`src/rtl/pe_pkg.sv`:
```
`default_nettype none
// ============================================================================
// Module : pe_pkg
// Brief  : Shared PE constants: datapath widths and writeback source indices.
// Rev    : 1.0  initial release
// ============================================================================
package pe_pkg;

    localparam int PE_DATA_WIDTH = 32;
    localparam int PE_ADDR_WIDTH = 5;
    localparam int PE_NUM_REGS   = 32;
    localparam int PE_NUM_SRC    = 3;

    localparam int SRC_ALU  = 0;
    localparam int SRC_MUL  = 1;
    localparam int SRC_LOAD = 2;

    // Round-robin successor of index idx among n requesters.
    function automatic int rr_next(input int idx, input int n);
        return (idx >= n - 1) ? 0 : idx + 1;
    endfunction

endpackage : pe_pkg
`default_nettype wire

```
`src/rtl/pe_rr_arbiter.sv`:
```
`default_nettype none
// ============================================================================
// Module : pe_rr_arbiter
// Brief  : N-way round-robin arbiter with internal pointer; one-hot grant.
// Rev    : 1.0  initial release
// ============================================================================
module pe_rr_arbiter
    import pe_pkg::*;
#(
    parameter int N    = 3,
    parameter int IDXW = (N > 1) ? $clog2(N) : 1
) (
    input  logic            clk,
    input  logic            rst_n,
    input  logic [N-1:0]    req_i,
    input  logic            advance_i,
    output logic [N-1:0]    grant_o,
    output logic [IDXW-1:0] grant_idx_o
);

    logic [IDXW-1:0] rr_ptr_q;
    logic [IDXW-1:0] rr_ptr_d;
    logic            found;
    int              idx;

    // Scan starting at the pointer, wrapping once around the requesters.
    always_comb begin
        grant_o     = '0;
        grant_idx_o = rr_ptr_q;
        found       = 1'b0;
        idx         = 0;
        for (int k = 0; k < N; k++) begin
            idx = int'(rr_ptr_q) + k;
            if (idx >= N) begin
                idx = idx - N;
            end
            if (!found && req_i[idx]) begin
                found        = 1'b1;
                grant_o[idx] = 1'b1;
                grant_idx_o  = IDXW'(idx);
            end
        end
    end

    always_comb begin
        rr_ptr_d = rr_ptr_q;
        if (advance_i && found) begin
            rr_ptr_d = IDXW'(rr_next(int'(grant_idx_o), N));
        end
    end

    always_ff @(posedge clk or negedge rst_n) begin
        if (!rst_n) begin
            rr_ptr_q <= '0;
        end else begin
            rr_ptr_q <= rr_ptr_d;
        end
    end

endmodule : pe_rr_arbiter
`default_nettype wire

```
`src/rtl/pe_wb_arbiter.sv`:
```
`default_nettype none
// ============================================================================
// Module : pe_wb_arbiter
// Brief  : Round-robin writeback merge onto the register-file write port,
//          plus busy-register scoreboard for RAW/WAW hazard detection.
// Rev    : 1.0  initial release
// ============================================================================
module pe_wb_arbiter
    import pe_pkg::*;
#(
    parameter int DATA_WIDTH = PE_DATA_WIDTH,
    parameter int ADDR_WIDTH = PE_ADDR_WIDTH,
    parameter int NUM_REGS   = PE_NUM_REGS,
    parameter int NUM_SRC    = PE_NUM_SRC
) (
    input  logic                          clk,
    input  logic                          rst_n,
    input  logic [NUM_SRC-1:0]            src_valid,
    output logic [NUM_SRC-1:0]            src_ready,
    input  logic [NUM_SRC*ADDR_WIDTH-1:0] src_addr,
    input  logic [NUM_SRC*DATA_WIDTH-1:0] src_data,
    output logic                          wr_en,
    output logic [ADDR_WIDTH-1:0]         wr_addr,
    output logic [DATA_WIDTH-1:0]         wr_data,
    input  logic                          alloc_en,
    input  logic [ADDR_WIDTH-1:0]         alloc_addr,
    output logic                          alloc_ok,
    input  logic [ADDR_WIDTH-1:0]         chk_addr1,
    input  logic [ADDR_WIDTH-1:0]         chk_addr2,
    output logic                          chk_busy1,
    output logic                          chk_busy2,
    output logic                          err_waw
);

    localparam int IDXW = (NUM_SRC > 1) ? $clog2(NUM_SRC) : 1;

    logic [NUM_SRC-1:0]    grant;
    logic [IDXW-1:0]       grant_idx;
    logic                  transfer;
    logic [ADDR_WIDTH-1:0] sel_addr;
    logic [DATA_WIDTH-1:0] sel_data;

    logic                  wr_en_q,   wr_en_d;
    logic [ADDR_WIDTH-1:0] wr_addr_q, wr_addr_d;
    logic [DATA_WIDTH-1:0] wr_data_q, wr_data_d;
    logic [NUM_REGS-1:0]   busy_q,    busy_d;
    logic                  err_waw_q, err_waw_d;

    pe_rr_arbiter #(
        .N    (NUM_SRC),
        .IDXW (IDXW)
    ) u_rr_arbiter (
        .clk         (clk),
        .rst_n       (rst_n),
        .req_i       (src_valid),
        .advance_i   (transfer),
        .grant_o     (grant),
        .grant_idx_o (grant_idx)
    );

    assign src_ready = grant;
    assign transfer  = |src_valid;

    always_comb begin
        sel_addr = '0;
        sel_data = '0;
        for (int i = 0; i < NUM_SRC; i++) begin
            if (grant[i]) begin
                sel_addr = src_addr[i*ADDR_WIDTH +: ADDR_WIDTH];
                sel_data = src_data[i*DATA_WIDTH +: DATA_WIDTH];
            end
        end
    end

    // The pending write is visible through the register-file bypass, so a
    // register being written this cycle already counts as free.
    assign chk_busy1 = busy_q[chk_addr1] && !(wr_en_q && (wr_addr_q == chk_addr1));
    assign chk_busy2 = busy_q[chk_addr2] && !(wr_en_q && (wr_addr_q == chk_addr2));
    assign alloc_ok  = (alloc_addr == '0) ||
                       !(busy_q[alloc_addr] && !(wr_en_q && (wr_addr_q == alloc_addr)));

    always_comb begin
        wr_en_d   = 1'b0;
        wr_addr_d = wr_addr_q;
        wr_data_d = wr_data_q;
        if (transfer) begin
            wr_en_d   = (sel_addr != '0);
            wr_addr_d = sel_addr;
            wr_data_d = sel_data;
        end
    end

    // Clear is applied before set so a same-edge allocation wins.
    always_comb begin
        busy_d    = busy_q;
        err_waw_d = err_waw_q;
        if (wr_en_q && busy_q[wr_addr_q]) begin
            busy_d[wr_addr_q] = 1'b0;
        end
        if (alloc_en) begin
            if (alloc_ok) begin
                if (alloc_addr != '0) begin
                    busy_d[alloc_addr] = 1'b1;
                end
            end else begin
                err_waw_d = 1'b1;
            end
        end
        busy_d[0] = 1'b0;
    end

    always_ff @(posedge clk or negedge rst_n) begin
        if (!rst_n) begin
            wr_en_q   <= 1'b0;
            wr_addr_q <= '0;
            wr_data_q <= '0;
            busy_q    <= '0;
            err_waw_q <= 1'b0;
        end else begin
            wr_en_q   <= wr_en_d;
            wr_addr_q <= wr_addr_d;
            wr_data_q <= wr_data_d;
            busy_q    <= busy_d;
            err_waw_q <= err_waw_d;
        end
    end

    assign wr_en   = wr_en_q;
    assign wr_addr = wr_addr_q;
    assign wr_data = wr_data_q;
    assign err_waw = err_waw_q;

endmodule : pe_wb_arbiter
`default_nettype wire

```
`config.mk`:
```
export PLATFORM = sky130hd
export DESIGN_NAME = pe_wb_arbiter
export DESIGN_NICKNAME = d
export VERILOG_FILES = /design/src/rtl/pe_pkg.sv /design/src/rtl/pe_rr_arbiter.sv /design/src/rtl/pe_wb_arbiter.sv
export SDC_FILE = /design/constraint.sdc
export NUM_CORES = 1
export LEC_CHECK = 0
export BUFFER_PORTS_ARGS = -buffer_cell sky130_fd_sc_hd__buf_2
export CAP_MARGIN = 10
export CORE_MARGIN = 2
export CORE_UTILIZATION = 43
export DETAILED_ROUTE_END_ITERATION = 8
export PLACE_DENSITY = 0.79
export RECOVER_POWER = 100
export SYNTH_ARGS = -nofsm -noshare
export SYNTH_HDL_FRONTEND = slang
export SYNTH_SLANG_ARGS = --single-unit
```
`constraint.sdc`:
```
create_clock -name clk -period 4.06 [get_ports clk]
set_clock_uncertainty 0.05 [all_clocks]
set_input_delay 0.609 -clock clk [delete_from_list [all_inputs] [get_ports clk]]
set_output_delay 0.609 -clock clk [all_outputs]
set_load 0.01 [all_outputs]
```
* Word-level counts from Yosys, hierarchy flattened
Index checks and enable logic that the tools add are counted.
** Cells by class
- Add/subtract/negate cells :: 6
- $lt $le $gt $ge :: 16
- Mux-type cells :: 51
- Equal/unequal tests :: 3
- Reductions and logical operators :: 27
- Bitwise logic cells :: 6
** Operators with widths (count)
- $mux W32 :: 10
- $ge A32 B1 Y1 const B :: 3
- $lt A32 B4 Y1 const B :: 3
- $ge A32 B3 Y1 const B :: 2
- $sub A32 B3 Y32 const B :: 2
- $and A32 B32 Y32 :: 1
- $not A32 Y32 :: 1
- $or A32 B32 Y32 :: 1
- $lt A5 B6 Y1 const B :: 4
- $bmux W1 S5 :: 4
- $mux W1 :: 19
- $eq A5 B5 Y1 :: 3
- $logic_and A1 B1 Y1 :: 15
- $mux W5 :: 3
- $demux W1 S5 :: 2
- $ge A5 B1 Y1 const B :: 2
- $reduce_bool A5 Y1 :: 2
- $mux W3 :: 3
- $mux W2 :: 4
- $bmux W1 S2 :: 3
- $demux W1 S2 :: 3
- $logic_not A1 Y1 :: 6
- $or A3 B3 Y3 :: 2
- $logic_not A5 Y1 :: 1
- 9 further kinds :: 10
** Storage, ports and cells
- Output and inout port bits :: 45
- Flip-flop bits (word level) :: 72
- Word-level logic and storage cells :: 115

* Depth between registers and ports, before layout
- Word-level depth :: 17
- Gate-level depth with buffers :: 13
- Mapped depth without buffers :: 10

* Cells and area by module
From an unflattened synthesis, not the netlist that was laid out.
** Unflattened totals
- Cell total of the unflattened synthesis :: 578
- Area, all modules :: 5163.7 um^2
** Modules (own cells, without submodules)
- pe_wb_arbiter :: cells each 524, instances 1, area each 4703.3 um^2
- pe_rr_arbiter :: cells each 54, instances 1, area each 460.4 um^2

* Worst setup path after synthesis
OpenSTA, ideal clock, no wires.
- Kind :: input-to-output
- Start :: input chk_addr1[0]
- End :: output chk_busy1
- Arrival :: 2.274 ns
- Path slack :: 1.127 ns
- Stages on the path :: 5
- Data required time :: 3.401 ns
- Path through :: clkbuf_1 mux4_2 mux4_2 mux2i_1 a31oi_1
** Between the ends
- Word-level cells in the longest chain between the ends :: 4
** Ends and longest elaborated chain
- start: declaration :: RTL line pe_wb_arbiter.sv:28 : input logic [ADDR_WIDTH-1:0] chk_addr1,
- parallel branches: the longest is 3 deep, another holds $bmux W1 S5
- $logic_and A1 B1 Y1 (*) :: RTL line pe_wb_arbiter.sv:77 : assign chk_busy1 = busy_q[chk_addr1] && !(wr_en_q && (wr_addr_q == chk_addr1));
- end: declaration :: RTL line pe_wb_arbiter.sv:30 : output logic chk_busy1,
Mark *: on every way between the ends. The select of a mux whose other input is x is not followed.

* Worst setup path in the final report
- Start :: register u_rr_arbiter.rr_ptr_q[1]
- End :: output src_ready[2]
** Between the ends
- Word-level cells in the longest chain between the ends :: 12
** Ends and longest elaborated chain
- start: declaration :: RTL line pe_rr_arbiter.sv:21 : logic [IDXW-1:0] rr_ptr_q;
- start signal: assignment :: RTL line pe_rr_arbiter.sv:56 : rr_ptr_q <= rr_ptr_d;
- parallel branches: the longest is 11 deep, another holds $sub A32 B3 Y32
- $mux W3 (*) :: RTL line pe_rr_arbiter.sv:37 : if (!found && req_i[idx]) begin
- end: declaration :: RTL line pe_wb_arbiter.sv:19 : output logic [NUM_SRC-1:0] src_ready,
Marks and branches as above.

==> metrics.txt <==
path type of the worst min-delay path reg -> reg; post-cts gate resize count 0; sequential element share of the synthesized area 0.369; hold path depth 1; cells on worst reg2reg path 8; Met1 Wirelength around 6000 um; layout net count 758; number of register bits inferred by synthesis between 70 and 80; DRC violation total after the first TritonRoute iteration 312; Final Hold Viols 0; fraction of the cycle the final worst path needs 0.842; layout cell share with drive strength beyond 1 0.324; Setup Crit Path Kind reg -> out; post-synthesis instance total 470; library cells used by synthesis 54; highest clock rate 292 MHz; total core area between 10,000 and 15,000 um2; fraction of registers with async set or reset after synthesis 1.00; Area contributors post-synth dfrtp_1 37%, mux4_2 15%, a22oi_1 10%, o31ai_1 4.9%, o21ai_1 4.8%; count of unresolved DRC violations after routing 0; Buffers on Ports 176; clock network latency to the later pin of the worst-skew pair 0.33 ns; length of the first detailed-routing pass in iterations 5; worst slew margin relative to its limit -0.217; Worst Path Arrival 2.76 ns; Die ar. 12,200 um2; CTS tree yes; count of antenna diodes in the layout 0; Detailed Route WL 15,700 um; Critical Path RT 3.40 ns; number of inserted filler cells in the final layout 990; minimum clock period 3.42 ns; power share of the clock group 0.162; part of the total power dissipated in sequential elements 0.295; number of placement rows 38; antenna violations before repair 0; final RePlAce weighted congestion 0.938; Yosys top cell by area dfrtp_1; Internal Power ~2.8 mW; final critical-path setup slack 0.640 ns; H-tree depth reported by CTS 3; Power Dens Cells approximately 870 nW/um2; Max Transition Viols Final 73; Post-CTS Hold Fix Bufs 0; outcome complete, but fails checks; uppermost layer routed met4; global-route wire length before repair 25,400 um; vias in the first global route 4,898; Antenna Nets Post-Route 0; vias per cell around 6.3; overall die width 111 um; leakage power total 2.47 nW; area taken by flip-flops and latches 1800 um2; number of buffers inserted during clock tree synthesis 9; Synth Area per Inst 10.4 um2; clock root cell clkbuf_16; most frequent cells in the layout 133 x buf_2, 72 x dfrtp_1, 69 x o21ai_0; Post-Syn Area between 4000 and 5000 um2; met2 WL about 8000 um; most common library cell in the layout ignoring fill and taps buf_2; reported net switching power 2.43 mW; Layout area overhead 23.6%; DP Cell Count about 750; Worst-path clk slew 0.06 ns; DP Worst Slack 1.00 ns; violations in the final reports max-capacitance violations, max-slew violations; net switching fraction of the power 0.463; maximum fanout along the worst path 22; most instantiated flip-flop cell in the synthesis netlist dfrtp_1; combinational share of power 0.543; GRT Util Overall 0.258; Initial Util 0.445; Detailed Place HPWL 11,500 um; setup-violating endpoint count in the final report 0; overall power after layout 5.24 mW; final cell count without fillers 767; Multi-input gate area 2840 um2; Routed wire per std cell 20.5 um; die height 111 um; Worst VDD drop about 740 uV; Synth Net Count 606; I/O pin cnt ~180; routed via count between 4,000 and 5,000; RSZ-0062 raised after global routing false; post-CTS setup-driven buffer insertion count 0; clk sink count between 70 and 80; post-layout utilization of the core 0.550; kind of launch point of the worst setup path flop; total length of routed met3 wires 1320 um; MaxCap Viol Count 1; share of the synthesized area in the top cell type 0.369; maximum number of buffers from clock root to sink 2; number of flops mapped to enable cells by yosys 0; worst-margin pin slew around 1.8 ns; largest net degree at the start of global routing 73; Warnings, synthesis 0; setup TNS 0 ns; grt total ovfl 0; type of destination of the critical path output port
-- state kept, by name, indices dropped and copies added (netlist names) --
signal	flops
busy_q	31
err_waw	1
u_rr_arbiter.rr_ptr_q	2
wr_addr	5
wr_data	32
wr_en	1
-- cells in the mapped netlist (2+ instances only) --
master	number
clkbuf_1	20
o21bai_1	2
nand2_1	23
o22ai_1	6
mux2i_1	5
inv_1	9
nor3_1	3
nand3_1	4
o21ai_0	24
ha_1	4
inv_2	2
and3b_1	2
nand2b_1	10
mux4_2	32
or3_1	2
a22oi_1	65
dfrtp_1	72
buf_2	12
or3b_2	7
nand3b_1	9
a21oi_1	3
o2bb2ai_1	3
xor2_1	12
mux2_2	4
o21ai_1	47
buf_6	3
nor2b_1	4
o31ai_1	32
nor2_1	9
buf_4	5
a21o_1	2
xnor2_1	3
nor4_1	3
buf_1	2
a31oi_1	6
-- critical path: stages (launching register included) --
cell and delay [ns]:
dfrtp_1 0.41, inv_1 0.09, ha_1 0.31, mux2i_1 0.31, o21bai_1 0.21, nor2b_1 0.19
or2_0 0.33, inv_2 0.31, clkbuf_1 0.26
-- cell families (layout without fill, tap and decap cells) --
logic type | count (synthesis) | in the layout | synth area share
xor gates and xnor gates | 15 | 15 | 0.0269
muxes | 41 | 41 | 0.167
adders and majority gates | 4 | 4 | 0.0102
DFF | 72 | 72 | 0.369
and+or+nand+nor | 86 | 86 | 0.104
buffers and inverters | 53 | 210 | 0.0522
AOI/OAI and AO/OA | 199 | 199 | 0.271
-- metal layers --
metal,vias to the layer above,global-route usage
li1,2154,-
met2,288,0.430
met3,45,0.0582
met5,-,0
met4,0,0.131
met1,2339,0.314
-- power by group through the flow --
stage / Sequential, mW / Clock [mW] / Combinational, mW
2_1_floorplan: 1.38 / 0 / 2.23
3_3_place_gp: 1.50 / 0 / 2.83
3_5_place_dp: 1.53 / 0 / 2.96
4_1_cts: 1.52 / 0.864 / 2.97
5_1_grt: 1.59 / 0.900 / 3.13
6_report: 1.54 / 0.849 / 2.84
-- stage by stage --
step	hold slack, ns	area, um2
finish	0.448	6040
global route	0.470	6040
CTS	0.447	6110
detailed placement	0.434	5800
global placement	0.410	5800
floorplan	0.263	4890
-- path summary, 6_finish.rpt --
check / start / endpoint / slack (ns)
min reg2reg: err_waw / err_waw / 0.45
max reg2reg: wr_addr[0] / busy_q[5] / 0.65
max in group asynchronous: rst_n / busy_q[10] / 2.07
max: u_rr_arbiter.rr_ptr_q[1] / src_ready[2] / 0.64
min: err_waw / err_waw / 0.45
min in group asynchronous: rst_n / wr_data[9] / 0.80
-- area by class of cell --
cell class / count / area share
clock buffers: 13 / 0.0414
clock inverters: 3 / 0.0108
inverters: 11 / 0.00684
multi-input cells: 345 / 0.470
flip-flops and latches: 72 / 0.298
well taps: 140 / 0.0290
repair buffers: 183 / 0.144
Power figures use the tool's default switching activity.
